[config.mk]
export PLATFORM = sky130hd
export DESIGN_NAME = mnacidpro_sequencer
export DESIGN_NICKNAME = d
export VERILOG_FILES = /design/src/rtl/mnacidpro_pkg.sv /design/src/rtl/mnacidpro_pump_driver.sv /design/src/rtl/mnacidpro_sequencer.sv
export SDC_FILE = /design/constraint.sdc
export NUM_CORES = 1
export LEC_CHECK = 0
export CORE_ASPECT_RATIO = 1.5
export CORE_MARGIN = 4
export CORE_UTILIZATION = 55
export DETAILED_ROUTE_END_ITERATION = 6
export PLACE_DENSITY = 0.8
export REMOVE_ABC_BUFFERS = 1
export SYNTH_ARGS = -nofsm -noshare
export SYNTH_HDL_FRONTEND = slang
export SYNTH_SLANG_ARGS = --single-unit
[constraint.sdc]
create_clock -name clk -period 4.4 [get_ports clk]
set_input_delay 0.44 -clock clk [delete_from_list [all_inputs] [get_ports clk]]
set_output_delay 0.44 -clock clk [all_outputs]
set_load 0.02 [all_outputs]
[src/rtl/mnacidpro_pkg.sv]
// Shared types and constants for the purification protocol sequencer.
package mnacidpro_pkg;

  typedef enum logic [2:0] {
    IDLE,
    BEAD,
    LYSIS,
    WASH,
    ELUTE,
    DONE
  } step_e;

  localparam int NUM_VALVES = 11;

  // Bit positions of each pressure line inside the valve vector.
  localparam int V_LYSIS     = 0;
  localparam int V_WASH      = 1;
  localparam int V_ELUTE     = 2;
  localparam int V_DEAD_END  = 3;
  localparam int V_VERTICAL  = 4;
  localparam int V_HORIZ     = 5;
  localparam int V_WASTE     = 6;
  localparam int V_BEAD      = 7;
  localparam int V_LOOP_EXIT = 8;
  localparam int V_BEAD_TRAP = 9;
  localparam int V_COLLECT   = 10;

  localparam logic [NUM_VALVES-1:0] VALVE_ONE = NUM_VALVES'(1);

  // 1 = pressurized/closed; a step's vector clears the bits of the lines it opens.
  localparam logic [NUM_VALVES-1:0] VALVES_IDLE = '1;
  localparam logic [NUM_VALVES-1:0] VALVES_BEAD = VALVES_IDLE
    & ~(VALVE_ONE << V_BEAD) & ~(VALVE_ONE << V_VERTICAL)
    & ~(VALVE_ONE << V_BEAD_TRAP) & ~(VALVE_ONE << V_WASTE);
  localparam logic [NUM_VALVES-1:0] VALVES_LYSIS = VALVES_IDLE
    & ~(VALVE_ONE << V_LYSIS) & ~(VALVE_ONE << V_VERTICAL)
    & ~(VALVE_ONE << V_BEAD_TRAP) & ~(VALVE_ONE << V_WASTE);
  localparam logic [NUM_VALVES-1:0] VALVES_WASH = VALVES_IDLE
    & ~(VALVE_ONE << V_WASH) & ~(VALVE_ONE << V_HORIZ)
    & ~(VALVE_ONE << V_BEAD_TRAP) & ~(VALVE_ONE << V_WASTE);
  localparam logic [NUM_VALVES-1:0] VALVES_ELUTE = VALVES_IDLE
    & ~(VALVE_ONE << V_ELUTE) & ~(VALVE_ONE << V_HORIZ)
    & ~(VALVE_ONE << V_BEAD_TRAP) & ~(VALVE_ONE << V_LOOP_EXIT)
    & ~(VALVE_ONE << V_COLLECT);

  localparam logic [2:0] PUMP_REST = 3'b111;
  localparam logic [2:0] PUMP_PATTERN [6] = '{3'b011, 3'b001, 3'b101, 3'b100, 3'b110, 3'b010};

  function automatic int max_int(input int a, input int b);
    return (a > b) ? a : b;
  endfunction

endpackage

[src/rtl/mnacidpro_pump_driver.sv]
// 3-phase peristaltic pump driver: runs the 6-phase pattern for a given stroke count.
module mnacidpro_pump_driver
  import mnacidpro_pkg::*;
#(
  parameter int PHASE_CYCLES = 2,
  parameter int DW           = 3,
  parameter int SW           = 4
) (
  input  logic          clk,
  input  logic          rst,
  input  logic          abort,
  input  logic          run,
  input  logic [SW-1:0] strokes,
  output logic [2:0]    pump,
  output logic          stroke_done
);

  localparam logic [DW-1:0] DWELL_LOAD = DW'(PHASE_CYCLES - 1);

  logic          active;
  logic [DW-1:0] dwell;
  logic [2:0]    phase;
  logic [2:0]    phase_nx;
  logic [SW-1:0] stroke_left;

  assign phase_nx    = (phase == 3'd5) ? 3'd0 : phase + 3'd1;
  // Asserted during the final clock of the final stroke so the sequencer can leave PUMP.
  assign stroke_done = active && (dwell == '0) && (phase == 3'd5) && (stroke_left == '0);

  // run means "the next cycle is a pump cycle"; the pattern is loaded on its rising edge.
  always_ff @(posedge clk) begin
    if (rst || abort || !run) begin
      active      <= 1'b0;
      dwell       <= '0;
      phase       <= 3'd0;
      stroke_left <= '0;
      pump        <= PUMP_REST;
    end else if (!active) begin
      active      <= 1'b1;
      dwell       <= DWELL_LOAD;
      phase       <= 3'd0;
      stroke_left <= strokes - 1'b1;
      pump        <= PUMP_PATTERN[0];
    end else if (dwell != '0) begin
      dwell <= dwell - 1'b1;
    end else begin
      dwell <= DWELL_LOAD;
      phase <= phase_nx;
      pump  <= PUMP_PATTERN[phase_nx];
      if (phase == 3'd5) stroke_left <= stroke_left - 1'b1;
    end
  end

endmodule

[src/rtl/mnacidpro_sequencer.sv]
// Purification protocol sequencer: bead load, lysis, wash, then SIZE elutions.
//
// state | meaning
// IDLE  | all lines closed, waiting for start
// BEAD  | bead-load valve vector; settle then pump
// LYSIS | lysate-capture valve vector; settle then pump
// WASH  | wash valve vector; settle then pump
// ELUTE | elution into outlet elute_idx; settle then pump, repeated per outlet
// DONE  | one cycle, all closed, done pulse
module mnacidpro_sequencer
  import mnacidpro_pkg::*;
#(
  parameter int SIZE          = 5,
  parameter int SETTLE_CYCLES = 4,
  parameter int PHASE_CYCLES  = 2,
  parameter int BEAD_STROKES  = 4,
  parameter int LYSIS_STROKES = 8,
  parameter int WASH_STROKES  = 6,
  parameter int ELUTE_STROKES = 2
) (
  input  logic            clk,
  input  logic            rst,
  input  logic            start,
  input  logic            abort,
  output logic            lysis_ctrl,
  output logic            wash_ctrl,
  output logic            elute_ctrl,
  output logic            dead_end_ctrl,
  output logic            vertical_ctrl,
  output logic            horiz_ctrl,
  output logic            waste_ctrl,
  output logic            bead_ctrl,
  output logic            loop_exit_ctrl,
  output logic            bead_trap_ctrl,
  output logic            collect_ctrl,
  output logic [2:0]      pump,
  output logic [SIZE-1:0] collect_sel,
  output logic            busy,
  output logic            done,
  output logic            aborted
);

  localparam int DW = $clog2(max_int(SETTLE_CYCLES, PHASE_CYCLES) + 1);
  localparam int SW = $clog2(max_int(max_int(BEAD_STROKES, LYSIS_STROKES),
                                     max_int(WASH_STROKES, ELUTE_STROKES)) + 1);
  localparam int EW = $clog2(SIZE + 1);

  localparam logic [DW-1:0]   SETTLE_LOAD = DW'(SETTLE_CYCLES - 1);
  localparam logic [EW-1:0]   ELUTE_LAST  = EW'(SIZE - 1);
  localparam logic [SIZE-1:0] SEL_ONE     = SIZE'(1);

  step_e                 step, step_n;
  logic                  pumping, pumping_n;
  logic [DW-1:0]         settle_cnt, settle_n;
  logic [EW-1:0]         elute_idx, elute_n;
  logic [NUM_VALVES-1:0] valves, valves_n;
  logic [SIZE-1:0]       sel_n;
  logic                  busy_n, done_n, aborted_n;
  logic                  run;
  logic [SW-1:0]         strokes;
  logic                  stroke_done;

  // State and registered outputs.
  always_ff @(posedge clk) begin
    if (rst) begin
      step        <= IDLE;
      pumping     <= 1'b0;
      settle_cnt  <= '0;
      elute_idx   <= '0;
      valves      <= VALVES_IDLE;
      collect_sel <= '0;
      busy        <= 1'b0;
      done        <= 1'b0;
      aborted     <= 1'b0;
    end else begin
      step        <= step_n;
      pumping     <= pumping_n;
      settle_cnt  <= settle_n;
      elute_idx   <= elute_n;
      valves      <= valves_n;
      collect_sel <= sel_n;
      busy        <= busy_n;
      done        <= done_n;
      aborted     <= aborted_n;
    end
  end

  // Step sequencing, settle countdown, and next output values.
  always_comb begin
    step_n    = step;
    pumping_n = pumping;
    settle_n  = settle_cnt;
    elute_n   = elute_idx;
    done_n    = 1'b0;
    aborted_n = 1'b0;

    case (step)
      IDLE: begin
        if (start && !abort) begin
          step_n    = BEAD;
          pumping_n = 1'b0;
          settle_n  = SETTLE_LOAD;
        end
      end
      BEAD, LYSIS, WASH, ELUTE: begin
        if (!pumping) begin
          if (settle_cnt == '0) pumping_n = 1'b1;
          else                  settle_n  = settle_cnt - 1'b1;
        end else if (stroke_done) begin
          pumping_n = 1'b0;
          settle_n  = SETTLE_LOAD;
          case (step)
            BEAD:  step_n = LYSIS;
            LYSIS: step_n = WASH;
            WASH: begin
              step_n  = ELUTE;
              elute_n = '0;
            end
            default: begin
              if (elute_idx == ELUTE_LAST) begin
                step_n   = DONE;
                elute_n  = '0;
                settle_n = '0;
                done_n   = 1'b1;
              end else begin
                elute_n = elute_idx + 1'b1;
              end
            end
          endcase
        end
      end
      default: step_n = IDLE;
    endcase

    // Abort from any running state drops straight back to IDLE.
    if (abort && step != IDLE) begin
      step_n    = IDLE;
      pumping_n = 1'b0;
      settle_n  = '0;
      elute_n   = '0;
      done_n    = 1'b0;
      aborted_n = 1'b1;
    end

    valves_n = VALVES_IDLE;
    sel_n    = '0;
    strokes  = '0;
    case (step_n)
      BEAD: begin
        valves_n = VALVES_BEAD;
        strokes  = SW'(BEAD_STROKES);
      end
      LYSIS: begin
        valves_n = VALVES_LYSIS;
        strokes  = SW'(LYSIS_STROKES);
      end
      WASH: begin
        valves_n = VALVES_WASH;
        strokes  = SW'(WASH_STROKES);
      end
      ELUTE: begin
        valves_n = VALVES_ELUTE;
        sel_n    = SEL_ONE << elute_n;
        strokes  = SW'(ELUTE_STROKES);
      end
      default: ;
    endcase

    busy_n = (step_n != IDLE) && (step_n != DONE);
    run    = busy_n && pumping_n;
  end

  mnacidpro_pump_driver #(
    .PHASE_CYCLES(PHASE_CYCLES),
    .DW          (DW),
    .SW          (SW)
  ) u_pump (
    .clk        (clk),
    .rst        (rst),
    .abort      (abort),
    .run        (run),
    .strokes    (strokes),
    .pump       (pump),
    .stroke_done(stroke_done)
  );

  assign lysis_ctrl     = valves[V_LYSIS];
  assign wash_ctrl      = valves[V_WASH];
  assign elute_ctrl     = valves[V_ELUTE];
  assign dead_end_ctrl  = valves[V_DEAD_END];
  assign vertical_ctrl  = valves[V_VERTICAL];
  assign horiz_ctrl     = valves[V_HORIZ];
  assign waste_ctrl     = valves[V_WASTE];
  assign bead_ctrl      = valves[V_BEAD];
  assign loop_exit_ctrl = valves[V_LOOP_EXIT];
  assign bead_trap_ctrl = valves[V_BEAD_TRAP];
  assign collect_ctrl   = valves[V_COLLECT];

endmodule

== After elaboration in Yosys (flattened, before gate mapping) ==
Memories as Yosys holds them, arrays and structs flattened.
Index checks and enable logic that the tools add are counted.
Operators by class
  add/subtract/negate cells: 6
  order comparisons: 1
  equality and inequality tests: 16
  shifts and indexed selects: 1
  mux-type cells: 41
  bitwise logic cells: 7
  reductions and logical operators: 29
Operator list (count)
  $mux W3: 19
  $pmux W11 S4: 1
  $pmux W3 S2: 3
  $pmux W4 S4: 1
  $eq A3 B2 Y1 const B: 4
  $eq A3 B3 Y1 const B: 4
  $mux W4: 3
  $mux W1: 10
  $logic_not A3 Y1: 3
  $ne A3 B3 Y1 const B: 3
  $pmux W3 S3: 1
  $reduce_bool A3 Y1: 3
  $reduce_or A2 Y1: 4
  $reduce_or A8 Y1: 1
  $sub A4 B1 Y4 const B: 2
  $logic_and A1 B1 Y1: 7
  $add A3 B1 Y3 const B: 2
  $eq A3 B1 Y1 const B: 2
  $ne A2 B2 Y1 const B: 3
  $not A1 Y1: 6
  $reduce_or A3 Y1: 2
  $sub A3 B1 Y3 const B: 2
  $shl A1 B3 Y5 const A: 1
  $ge A4 B4 Y1 const B: 1
  10 further kinds: 13
Word-level totals
  register bits: 43
  memory bits (read-only): 24
  input bits: 4
  logic and storage cells: 118
  memories kept: 1
Memories
  (no name shown): words 8, bits a word 3, rd ports 1, clocked after memory_dff 0, write ports 0, RTL line mnacidpro_pump_driver.sv:49  | pump <= PUMP_PATTERN[phase_nx];

== Depth between registers and ports, before layout ==
  word-level depth: 14
  depth in mapped cells: 14

== Cells and area by module ==
A second synthesis with hierarchy kept.
Unflattened totals
  cell total of the unflattened synthesis: 232
  area total of the unflattened synthesis: 2050.7 µm²
By module, submodules not included
  mnacidpro_sequencer: instances 1, cells each 156, area an instance 1381.3 µm², seq. area each 520.5 µm²
  mnacidpro_pump_driver: instances 1, cells each 76, area an instance 669.4 µm², seq. area each 280.3 µm²

== Worst setup path before layout ==
OpenSTA, ideal clock, no wires.
  kind: register to register
  from: register u_pump.dwell[0]
  to: register u_pump.stroke_left[2]
  library setup time: 0.116 ns
  arrival: 2.469 ns
  required time: 4.284 ns
  setup slack: 1.815 ns
  cell stages (with the launch flop): 15
  path buffers: 0
  clock period less this slack: 2.585 ns
  path through: dfxtp_1 -> inv_1 -> ha_1 -> nor4b_4 -> nand3_2 -> mux2_2 -> nor2_1 -> o22ai_1 -> mux2i_1 -> ha_1 -> inv_1 -> nor2_1 -> xnor2_1 -> nand2_1 -> o211a_1
On the way
  cells in the longest elaborated chain, start to end: 13
  elaborated cells between the ends (all ways): 28
RTL lines
  from (decl): RTL line mnacidpro_pump_driver.sv:21  | logic [DW-1:0] dwell;
  from (signal assigned): RTL line mnacidpro_pump_driver.sv:45  | dwell <= dwell - 1'b1;
  branches (longest 13 deep; another with $sub A4 B1 Y4)
  to (signal assigned): RTL line mnacidpro_pump_driver.sv:42  | stroke_left <= strokes - 1'b1;
  to (signal assigned): RTL line mnacidpro_pump_driver.sv:50  | if (phase == 3'd5) stroke_left <= stroke_left - 1'b1;
  to (decl): RTL line mnacidpro_pump_driver.sv:24  | logic [SW-1:0] stroke_left;
Parallel ways; which one is timed is not known.
A chain may end at the register's enable or synchronous reset.

== Final worst setup path ==
Ends and elaborated chain as after synthesis.

==> impl_metrics.tcl <==
set metrics [dict create \
    postCtsResizedCells 0 \
    r2r_setup_slack_ps 1380 \
    whs_path_depth 2 \
    wl_per_cell_um 13.4 \
    holdCritStartpoint "u_pump.pump[1]" \
    slew_violations 0 \
    area.growth.synth_to_final_pct 15.9 \
    ys_seq_elements 40 \
    routed_wirelength_mm 3.66 \
    fin_nets 242 \
    finalHoldViolations 0 \
    place.gp.congestion 0.869 \
    die_h_um 80.3 \
    maxCapViolCount 0 \
    yosysTopAreaCell "dfxtp_1" \
    syn-cell-area_um2 1920 \
    drt-vias-per-instance 5.64 \
    drive_gt1_frac 0.0823 \
    hold-worst-slack_ps 483 \
    antenna_cells 0 \
    cp.arrival_ps 3210 \
    p_per_area_nw_per_um2 296 \
    synth_async_sr_flop_share 0 \
    grt_max_degree 17 \
    portBuffers 24 \
    synth.most_common_cell "dfxtp_1" \
    synth_top_cell_area_share 0.418 \
    status "complete, no violations" \
    worst-path-max-fanout 6 \
    worst_slew_pin_slew_ps 925 \
    htreeDepth 2 \
    min_path_type "flip-flop to flip-flop" \
    clock_sinks 40 \
    first_pass_iters 4 \
    core-area_um2 3380 \
    critPathKind "flip-flop to flip-flop" \
    die_x_um 56.2 \
    insertion_delay_ps 290 \
    setup_viol 0 \
    rsz0062_at_grt "false" \
    maxSlewHeadroom 0.367 \
    antenna_found_initial 0 \
    ys_warn_count 0 \
    skew_ps 6.20 \
    cts.path.max_buffers 2 \
    rr_worst_depth 14 \
    end_kind "flip-flop" \
    synth_common_cells "dfxtp_1 (40), nor2_1 (26), nand2_1 (18), a21oi_1 (13), inv_1 (11)" \
    hold_buffers 0 \
    synth_edf_count 0 \
    syn_inst 211 \
    r2r-start "u_pump.dwell[0]" \
    fmax_ghz 0.331 \
    ir_worst_vdd_v 0.000261 \
    ioPinCount 26 \
    drc 0 \
    cts_tree "built" \
    yosysSeqAreaShare 0.418 \
    postCtsSetupBuffers 0 \
    rr_endpoint "u_pump.stroke_left[2]" \
    start_kind "flip-flop" \
    num_vias 1541 \
    grt_overflow 0 \
    num_rows 26 \
    cts.clk_slew.worst_paths_ps 70 \
    period_share 0.686 \
    ys_types 56 \
    initial_core_util 0.566 \
    synth-main-ff-cell "dfxtp_1" \
    fin_setup_tns_ps 0 \
    drt_iter0_drc 40 \
    synth_area_leaders "dfxtp_1 (42%), nor2_1 (5.1%), ha_1 (4.6%)" \
    numCtsBuffers 5 \
    leakage_nw 0.902 \
    syn_avg_cell_area_um2 9.08 \
    grt_pass1_wl_mm 6.55 \
    root_buffer "clkbuf_8" \
    ant_nets 0 \
    required_ps 4590 \
    hold_end "u_pump.pump[1]" \
    dieArea_um2 4510 \
    grt_pass1_vias 1518 \
    fin_crit_ps 3020 \
    place_hpwl_mm 2.74 \
    grt_usage 0.186 \
]
## cell usage in the layout (no fill, tap or decap), types with 6 or more instances in the layout
master           count
a21oi_1             13
and3_1               8
clkdlybuf4s50_1     24
dfxtp_1             40
ha_1                 7
inv_1               11
nand2_1             18
nand2b_1             6
nor2_1              26
o21ai_0              6
## kinds of logic after synthesis
logic type	share of synthesized area
AND/OR/NAND/NOR	0.261
flip-flops	0.418
buffers and inverters	0.0575
adder cells (fa/ha/maj)	0.0457
AO/OA/AOI/OAI	0.159
multiplexers	0.0333
other	0.00196
XOR/XNOR	0.0229
## report_power, final
group	switching [mW]	internal [mW]	leakage, nW
Clock	0.124	0.107	0.0400
Combinational	0.0311	0.0226	0.538
Sequential	0.00390	0.368	0.324
## state kept, by name, summed over array words and instances, names as in the netlist
signal and count:
valves 8, collect_sel 5, u_pump.stroke_left 4, elute_idx 3, settle_cnt 3, step 3, u_pump.dwell 3, u_pump.phase 3
u_pump.pump 3, aborted 1, busy 1, done 1, pumping 1, u_pump.active 1
## how the worst max path moves through the flow
| stage | startpoint | to | slack [ps] |
|---|---|---|---|
| floorplan | u_pump.dwell[0] | u_pump.stroke_left[2] | 1810 |
| global placement | abort | u_pump.stroke_left[2] | 1480 |
| detailed placement | abort | u_pump.stroke_left[2] | 1310 |
| CTS | u_pump.dwell[0] | u_pump.stroke_left[2] | 1380 |
| global route | u_pump.dwell[0] | u_pump.stroke_left[2] | 1180 |
| finish | u_pump.dwell[0] | u_pump.stroke_left[2] | 1380 |
## per-layer routing
layer  share of wire  track usage  wire (µm)
met2            0.55        0.345       2010
met4           0.028        0.105        102
met1            0.38        0.184       1400
met5               0            0          0
met3           0.042       0.0482        152
## worst max-delay path, stage by stage, from the launching register on
cell and delay [ps]:
dfxtp_1 310, inv_1 70, ha_1 220, nor4b_4 310
nand3_2 220, mux2_2 370, nor2_1 330, o22ai_1 160
mux2i_1 170, ha_1 210, inv_1 50, nor2_1 130
xnor2_1 130, nand2_1 80, o211a_1 150
## final cells by class
| class | count | area [µm²] |
|---|---|---|
| Fill cell | 310 | 1160 |
| Multi-Input combinational cell | 149 | 1000 |
| Sequential cell | 40 | 801 |
| Timing Repair Buffer | 24 | 240 |
| Clock buffer | 5 | 68.8 |
| Tap cell | 42 | 52.6 |
| Inverter | 11 | 41.3 |
| Clock inverter | 2 | 12.5 |
## through the flow
| step | power (mW) | cell area [µm²] | util | std cells | worst slack [ps] |
|---|---|---|---|---|---|
| floorplan | 0.415 | 1850 | - | 200 | 1810 |
| global placement | 0.433 | 2140 | 0.632 | 266 | 1480 |
| global route | 0.689 | 2220 | 0.656 | 273 | 1180 |
| detailed placement | 0.435 | 2140 | 0.632 | 266 | 1310 |
| finish | 0.657 | 2220 | 0.656 | 273 | 1380 |
| CTS | 0.668 | 2220 | 0.656 | 273 | 1380 |
No activity file was read; power rests on OpenSTA's default activity.
